`config.mk`:
```
export PLATFORM = sky130hd
export DESIGN_NAME = maint_scheduler
export DESIGN_NICKNAME = d
export VERILOG_FILES = /design/src/rtl/maint_pkg.sv /design/src/rtl/maint_interval_timer.sv /design/src/rtl/maint_scheduler.sv
export SDC_FILE = /design/constraint.sdc
export NUM_CORES = 1
export LEC_CHECK = 0
export CAP_MARGIN = 25
export CORE_MARGIN = 10
export CORE_UTILIZATION = 54
export DETAILED_ROUTE_END_ITERATION = 10
export GPL_TIMING_DRIVEN = 1
export PLACE_DENSITY = 0.81
export SYNTH_ARGS = -nofsm -noshare
export SYNTH_HDL_FRONTEND = slang
export SYNTH_HIERARCHICAL = 1
export SYNTH_SLANG_ARGS = --single-unit
```
`constraint.sdc`:
```
create_clock -name clk -period 4.3 [get_ports clk]
set_clock_uncertainty 0.15 [all_clocks]
set_input_delay 1.29 -clock clk [delete_from_list [all_inputs] [get_ports clk]]
set_output_delay 1.29 -clock clk [all_outputs]
set_load 0.05 [all_outputs]
```
`src/rtl/maint_pkg.sv`:
```
// Shared definitions for the maintenance scheduler and maint_handler:
// default widths/limits and the request/ack bundles exchanged between them.
package maint_pkg;

    localparam int unsigned CNT_WIDTH = 28;
    localparam int unsigned MAX_DEBT  = 8;

    typedef struct packed {
        logic autoref;
        logic zq;
        logic pr_rd;
    } maint_req_t;

    typedef struct packed {
        logic autoref;
        logic zq;
    } maint_ack_t;

endpackage

```
`src/rtl/maint_interval_timer.sv`:
```
// Reloading down-counter: one-cycle tick every `period` cycles while enabled.
// A zero period, or en low, parks the counter at 0 so the next enable reloads it.
module maint_interval_timer
    import maint_pkg::*;
#(
    parameter int unsigned CNT_WIDTH = maint_pkg::CNT_WIDTH
) (
    input  logic                 clk,
    input  logic                 rst,
    input  logic                 en,
    input  logic [CNT_WIDTH-1:0] period,
    output logic                 tick
);

    logic [CNT_WIDTH-1:0] cnt_q, cnt_d;
    logic                 active;

    always_comb begin
        active = en && (period != '0);
        tick   = active && (cnt_q == CNT_WIDTH'(1));
        cnt_d  = cnt_q - CNT_WIDTH'(1);
        if (!active) begin
            cnt_d = '0;
        end else if (cnt_q <= CNT_WIDTH'(1)) begin
            // covers both expiry and a fresh load from the parked state
            cnt_d = period;
        end
    end

    always_ff @(posedge clk or posedge rst) begin
        if (rst) begin
            cnt_q <= '0;
        end else begin
            cnt_q <= cnt_d;
        end
    end

endmodule

```
`src/rtl/maint_scheduler.sv`:
```
// Maintenance scheduler: refresh/ZQ/periodic-read timers turned into level requests.
// MAINT_SCHED_POSTPONE_EN: refresh debt may grow to MAX_DEBT; otherwise the limit is 1.
module maint_scheduler
    import maint_pkg::*;
#(
    parameter int unsigned CNT_WIDTH = maint_pkg::CNT_WIDTH,
    parameter int unsigned MAX_DEBT  = maint_pkg::MAX_DEBT
) (
    input  logic                           clk,
    input  logic                           rst,
    input  logic                           cfg_en,
    input  logic [CNT_WIDTH-1:0]           cfg_trefi,
    input  logic [CNT_WIDTH-1:0]           cfg_tzqi,
    input  logic [CNT_WIDTH-1:0]           cfg_tprd,
    input  logic                           iseq_busy,
    input  logic                           pr_rd_lock,
    output logic                           autoref_req,
    input  logic                           autoref_ack,
    output logic                           zq_req,
    input  logic                           zq_ack,
    output logic                           pr_rd_req,
    output logic [$clog2(MAX_DEBT+1)-1:0]  ref_debt,
    output logic                           maint_urgent,
    output logic                           debt_ovf
);

    localparam int unsigned DEBT_W = $clog2(MAX_DEBT + 1);

`ifdef MAINT_SCHED_POSTPONE_EN
    localparam logic [DEBT_W-1:0] DEBT_LIMIT = DEBT_W'(MAX_DEBT);
`else
    localparam logic [DEBT_W-1:0] DEBT_LIMIT = DEBT_W'(1);
`endif

    logic              ref_tick, zq_tick, prd_tick;
    maint_ack_t        ack;
    logic              ack_eff, lock_rise;

    logic [DEBT_W-1:0] debt_q, debt_d;
    logic              ovf_q, ovf_d;
    logic              zq_pend_q, zq_pend_d;
    logic              prd_pend_q, prd_pend_d;
    logic              lock_q, lock_d;
    logic              urgent_q, urgent_d;
    maint_req_t        req_q, req_d;

    maint_interval_timer #(.CNT_WIDTH(CNT_WIDTH)) u_trefi (
        .clk    (clk),
        .rst    (rst),
        .en     (cfg_en),
        .period (cfg_trefi),
        .tick   (ref_tick)
    );

    maint_interval_timer #(.CNT_WIDTH(CNT_WIDTH)) u_tzqi (
        .clk    (clk),
        .rst    (rst),
        .en     (cfg_en),
        .period (cfg_tzqi),
        .tick   (zq_tick)
    );

    maint_interval_timer #(.CNT_WIDTH(CNT_WIDTH)) u_tprd (
        .clk    (clk),
        .rst    (rst),
        .en     (cfg_en),
        .period (cfg_tprd),
        .tick   (prd_tick)
    );

    always_comb begin
        ack.autoref = autoref_ack;
        ack.zq      = zq_ack;
        ack_eff     = ack.autoref && (debt_q != '0);
        lock_rise   = pr_rd_lock && !lock_q;
        lock_d      = pr_rd_lock;

        debt_d      = debt_q;
        ovf_d       = ovf_q;
        if (ref_tick && !ack_eff) begin
            if (debt_q == DEBT_LIMIT) begin
                ovf_d = 1'b1;
            end else begin
                debt_d = debt_q + DEBT_W'(1);
            end
        end else if (!ref_tick && ack_eff) begin
            debt_d = debt_q - DEBT_W'(1);
        end

        zq_pend_d  = zq_tick || (zq_pend_q && !ack.zq);
        // ticks under the lock are dropped, not queued behind it
        prd_pend_d = !lock_rise && (prd_pend_q || (prd_tick && !pr_rd_lock));

        if (!cfg_en) begin
            debt_d     = '0;
            ovf_d      = 1'b0;
            zq_pend_d  = 1'b0;
            prd_pend_d = 1'b0;
        end

        urgent_d      = (debt_d == DEBT_LIMIT);
        req_d.autoref = (debt_d != '0) && (!iseq_busy || urgent_d);
        req_d.zq      = zq_pend_d && !iseq_busy && !urgent_d;
        req_d.pr_rd   = prd_pend_d && !pr_rd_lock && !iseq_busy && !urgent_d;
    end

    always_ff @(posedge clk or posedge rst) begin
        if (rst) begin
            debt_q     <= '0;
            ovf_q      <= 1'b0;
            zq_pend_q  <= 1'b0;
            prd_pend_q <= 1'b0;
            lock_q     <= 1'b0;
            urgent_q   <= 1'b0;
            req_q      <= '0;
        end else begin
            debt_q     <= debt_d;
            ovf_q      <= ovf_d;
            zq_pend_q  <= zq_pend_d;
            prd_pend_q <= prd_pend_d;
            lock_q     <= lock_d;
            urgent_q   <= urgent_d;
            req_q      <= req_d;
        end
    end

    assign autoref_req  = req_q.autoref;
    assign zq_req       = req_q.zq;
    assign pr_rd_req    = req_q.pr_rd;
    assign ref_debt     = debt_q;
    assign maint_urgent = urgent_q;
    assign debt_ovf     = ovf_q;

endmodule

```
==> impl_metrics.py <==
metrics = {
    "power_and_ir_drop": {
        "p_leak_nw": 2.89,
        "finalPower_w": 0.00542,
        "irDropWorstVdd_uv": 349,
        "power.density_nw_per_um2": 745,
    },
    "timing": {
        "worstMarginPinSlew_ns": 1.01,
        "fin_crit_sh": 0.899,
        "max_freq_mhz": 259,
        "hold_viol_final": 0,
        "fin_setup_tns_ns": 0,
        "setup_violations": 0,
        "period_minus_slack_ns": 3.86,
        "slew_violations": 0,
        "slew_headroom": 0.322,
        "rsz0062_at_grt": "false",
    },
    "global_route": {
        "grt_max_degree": 46,
        "grt_use_total": 0.199,
        "globalRouteOverflowTotal": 0,
        "grt_pass1_wl_mm": 26.7,
        "antenna_found_initial": 0,
        "first_global_vias": 5511,
    },
    "setup_path": {
        "path_class": "input pin to flip-flop",
        "crit_family": "simple AND/OR/NAND/NOR gates",
        "crit_top_cell": "nor4_1",
        "slowest_delay_ns": 0.47,
        "endpoint_kind": "flip-flop",
        "critPathSlowestCell": "a21boi_0",
        "cp.arrival_ns": 3.97,
        "critPathLaunchType": "input pin",
        "cp_max_fo": 11,
        "cp_num_buf_inv": 2,
        "required_ns": 4.41,
        "crit_chain": "clkdlybuf4s50_1 -> nor4_1 -> nand4_1 -> o21ai_1 -> nor4_1 -> buf_4 -> nor2_1 -> nor4b_1 -> a2bb2oi_1 -> a21boi_0 -> nor4_4 -> o21bai_1",
    },
    "routing": {
        "wire_per_inst_um": 17.9,
        "vias": 5475,
        "dr.first_iter.drc_count": 473,
        "viasPerCell": 6.13,
        "ant_nets": 0,
        "wl_mm": 16.0,
        "drt_first_pass_iters": 7,
        "drc": 0,
    },
    "logic_synthesis": {
        "synth_top_family_by_area": "simple AND/OR/NAND/NOR gates",
        "synth_area_um2": 6000,
        "synth_compound_area_frac": 0.167,
        "ys_ff_latch": 96,
        "synth_xor_area_frac": 0.110,
        "synthMuxAreaShare": 0.00355,
        "yosys_warnings": 6,
        "avgSynthCellArea_um2": 9.13,
        "ys_types": 50,
        "synthAdderAreaFrac": 0.0209,
        "synth-seq-area-share": 0.401,
        "synthSimpleGateAreaFrac": 0.263,
        "async_flop_share": 1.00,
        "synth_edf_count": 0,
        "netlist_instances": 657,
        "syn-num-nets": 758,
        "ys.flop_type": "dfrtp_1",
    },
    "clock_tree": {
        "cts_tree": "done",
        "cts_max_level": 3,
        "clock-sinks": 96,
        "cts_resized": 0,
        "clockBufferDepth": 2,
        "cts_root_buf": "clkbuf_8",
        "ctsHoldBuffers": 0,
        "postCtsSetupBuffers": 0,
        "clk_latency_ns": 0.37,
        "clkTransAtPathRegs_ns": 0.09,
        "numCtsBuffers": 9,
    },
    "flow_run": {
        "drv_cap": 0,
    },
    "die": {
        "core_um2": 10800,
        "initial_core_util": 0.553,
        "die-width_um": 125,
        "ios": 100,
        "dieArea_um2": 15700,
        "num_rows": 38,
        "die-height_um": 125,
    },
    "placed_design": {
        "hpwl_mm": 12.3,
        "place.gp.congestion": 0.885,
        "io_buffers": 99,
    },
    "hold_path": {
        "hp-class": "flip-flop to flip-flop",
    },
    "cells_and_area": {
        "fillCellCount": 868,
        "nets": 849,
        "final_layout_size_suffix_gt1_frac": 0.0810,
        "area_delta_synth_final_pct": 21.3,
        "n_antenna_cell": 0,
    },
    "outcome": {
        "status": "finished, final reports clean",
    },
}
[worst register-to-register path, cell delays in order, from the launching register on]
cell and delay [ns]:
dfrtp_1 0.41, nor4_1 0.49, and2_2 0.39, nand4_2 0.14
nor4_1 0.30, buf_4 0.23, mux2i_1 0.22, o32ai_1 0.10
a21oi_1 0.14, mux2_2 0.38, nor4_4 0.29, o21bai_1 0.18
[synth_stat cells (2+ instances only)]
| cell type | count | area share |
|---|---|---|
| a211oi_1 | 27 | 0.034 |
| a21boi_0 | 2 | 0.0025 |
| a21oi_1 | 58 | 0.048 |
| and2_2 | 6 | 0.0075 |
| buf_6 | 7 | 0.013 |
| clkbuf_1 | 19 | 0.012 |
| dfrtp_1 | 96 | 0.40 |
| ha_1 | 10 | 0.021 |
| inv_1 | 15 | 0.0094 |
| nand2_1 | 23 | 0.014 |
| nand2b_1 | 9 | 0.0094 |
| nand3_1 | 19 | 0.016 |
| nand4_1 | 16 | 0.017 |
| nand4_2 | 6 | 0.013 |
| nor2_1 | 62 | 0.039 |
| nor2b_1 | 4 | 0.0042 |
| nor3_1 | 24 | 0.020 |
| nor3_4 | 3 | 0.0081 |
| nor3b_1 | 2 | 0.0025 |
| nor4_1 | 45 | 0.047 |
| nor4_2 | 3 | 0.0063 |
| nor4b_1 | 7 | 0.010 |
| o21a_1 | 6 | 0.0075 |
| o21ai_0 | 59 | 0.049 |
| o21ai_1 | 3 | 0.0025 |
| o221ai_1 | 2 | 0.0029 |
| o31a_2 | 3 | 0.0050 |
| or2_2 | 3 | 0.0031 |
| or3_1 | 6 | 0.0063 |
| or4_1 | 12 | 0.015 |
| or4_4 | 6 | 0.011 |
| or4b_2 | 3 | 0.0050 |
| xnor2_1 | 27 | 0.039 |
| xor2_1 | 48 | 0.070 |
[cells by family after synthesis]
group | Yosys count
xor gates and xnor gates | 75
muxes | 2
buffers and inverters | 42
and+or+nand+nor | 263
DFF | 96
adders and majority gates | 10
AOI/OAI and AO/OA | 169
[where the power goes]
part	total (W)	internal, W	leakage [nW]	switching (W)
Combinational	0.00313	0.00130	1.50	0.00183
Sequential	0.00169	0.00126	1.29	0.000432
Clock	0.000604	0.000284	0.0993	0.000320
Total	0.00542	0.00284	2.89	0.00258
[layer usage]
| layer | wire length, µm | global-route usage |
|---|---|---|
| met1 | 7090 | 0.242 |
| met5 | 0 | 0 |
| met2 | 8110 | 0.347 |
| met4 | 198 | 0.0718 |
| met3 | 614 | 0.0304 |
[final timing paths]
check                                  start                 to  slack [ns]  cells after the start
max                             cfg_trefi[5]        autoref_req        0.44                     12
min                                 debt_ovf           debt_ovf        0.36                      1
max reg2reg                u_trefi/cnt_q[10]        autoref_req        0.79                     11
min reg2reg                         debt_ovf           debt_ovf        0.36                      1
max in group asynchronous                rst  u_trefi/cnt_q[17]        2.23                      3
min in group asynchronous                rst          zq_pend_q        1.21                      2
[flip-flops by register name, summed over array words and instances, names as in the netlist]
register       cells
zq_req             1
u_tzqi/cnt_q      28
maint_urgent       1
u_trefi/cnt_q     28
ref_debt           4
zq_pend_q          1
pr_rd_req          1
u_tprd/cnt_q      28
autoref_req        1
prd_pend_q         1
lock_q             1
debt_ovf           1
[placed cells by master, fill, tap and decap left out, types with 3 or more instances in the layout]
| cell | count |
|---|---|
| o21a_1 | 6 |
| or4_4 | 6 |
| o31a_2 | 3 |
| nand4_1 | 16 |
| inv_1 | 15 |
| nor3_4 | 3 |
| xnor2_1 | 27 |
| nor2_1 | 62 |
| a21oi_1 | 58 |
| nand2_1 | 23 |
| dfrtp_1 | 96 |
| xor2_1 | 48 |
| nor4_2 | 3 |
| or3_1 | 6 |
| or4_1 | 12 |
| buf_4 | 7 |
| clkbuf_8 | 10 |
| o21ai_0 | 59 |
| nor4_1 | 45 |
| nand3_1 | 19 |
| nand4_2 | 6 |
| o21ai_1 | 3 |
| and2_2 | 6 |
| ha_1 | 10 |
| clkdlybuf4s50_1 | 99 |
| or4b_2 | 3 |
| or2_2 | 3 |
| nor4b_1 | 7 |
| a211oi_1 | 27 |
| nor3_1 | 24 |
| nand2b_1 | 9 |
| nor2b_1 | 4 |
[final cells by class]
cell class	instances	area (µm²)	area share
well taps	140	175	0.0241
repair buffers	107	1060	0.146
inverters	15	56.3	0.00774
flip-flops and latches	96	2400	0.330
clock inverters	5	56.3	0.00774
multi-input cells	519	3380	0.465
clock buffers	11	141	0.0194
[through the flow]
step           std cells  hold WS, ns  setup WS [ns]  cell area [µm²]   util
2_1_floorplan        657        0.351          0.560             6000      -
3_3_place_gp         876        0.329          0.225             7060  0.651
3_5_place_dp         877        0.340         0.0617             7080  0.653
4_1_cts              893        0.360          0.464             7270  0.671
5_1_grt              893        0.394          0.253             7270  0.671
6_report             893        0.356          0.436             7270  0.671
(Power assumes the default switching activity.)
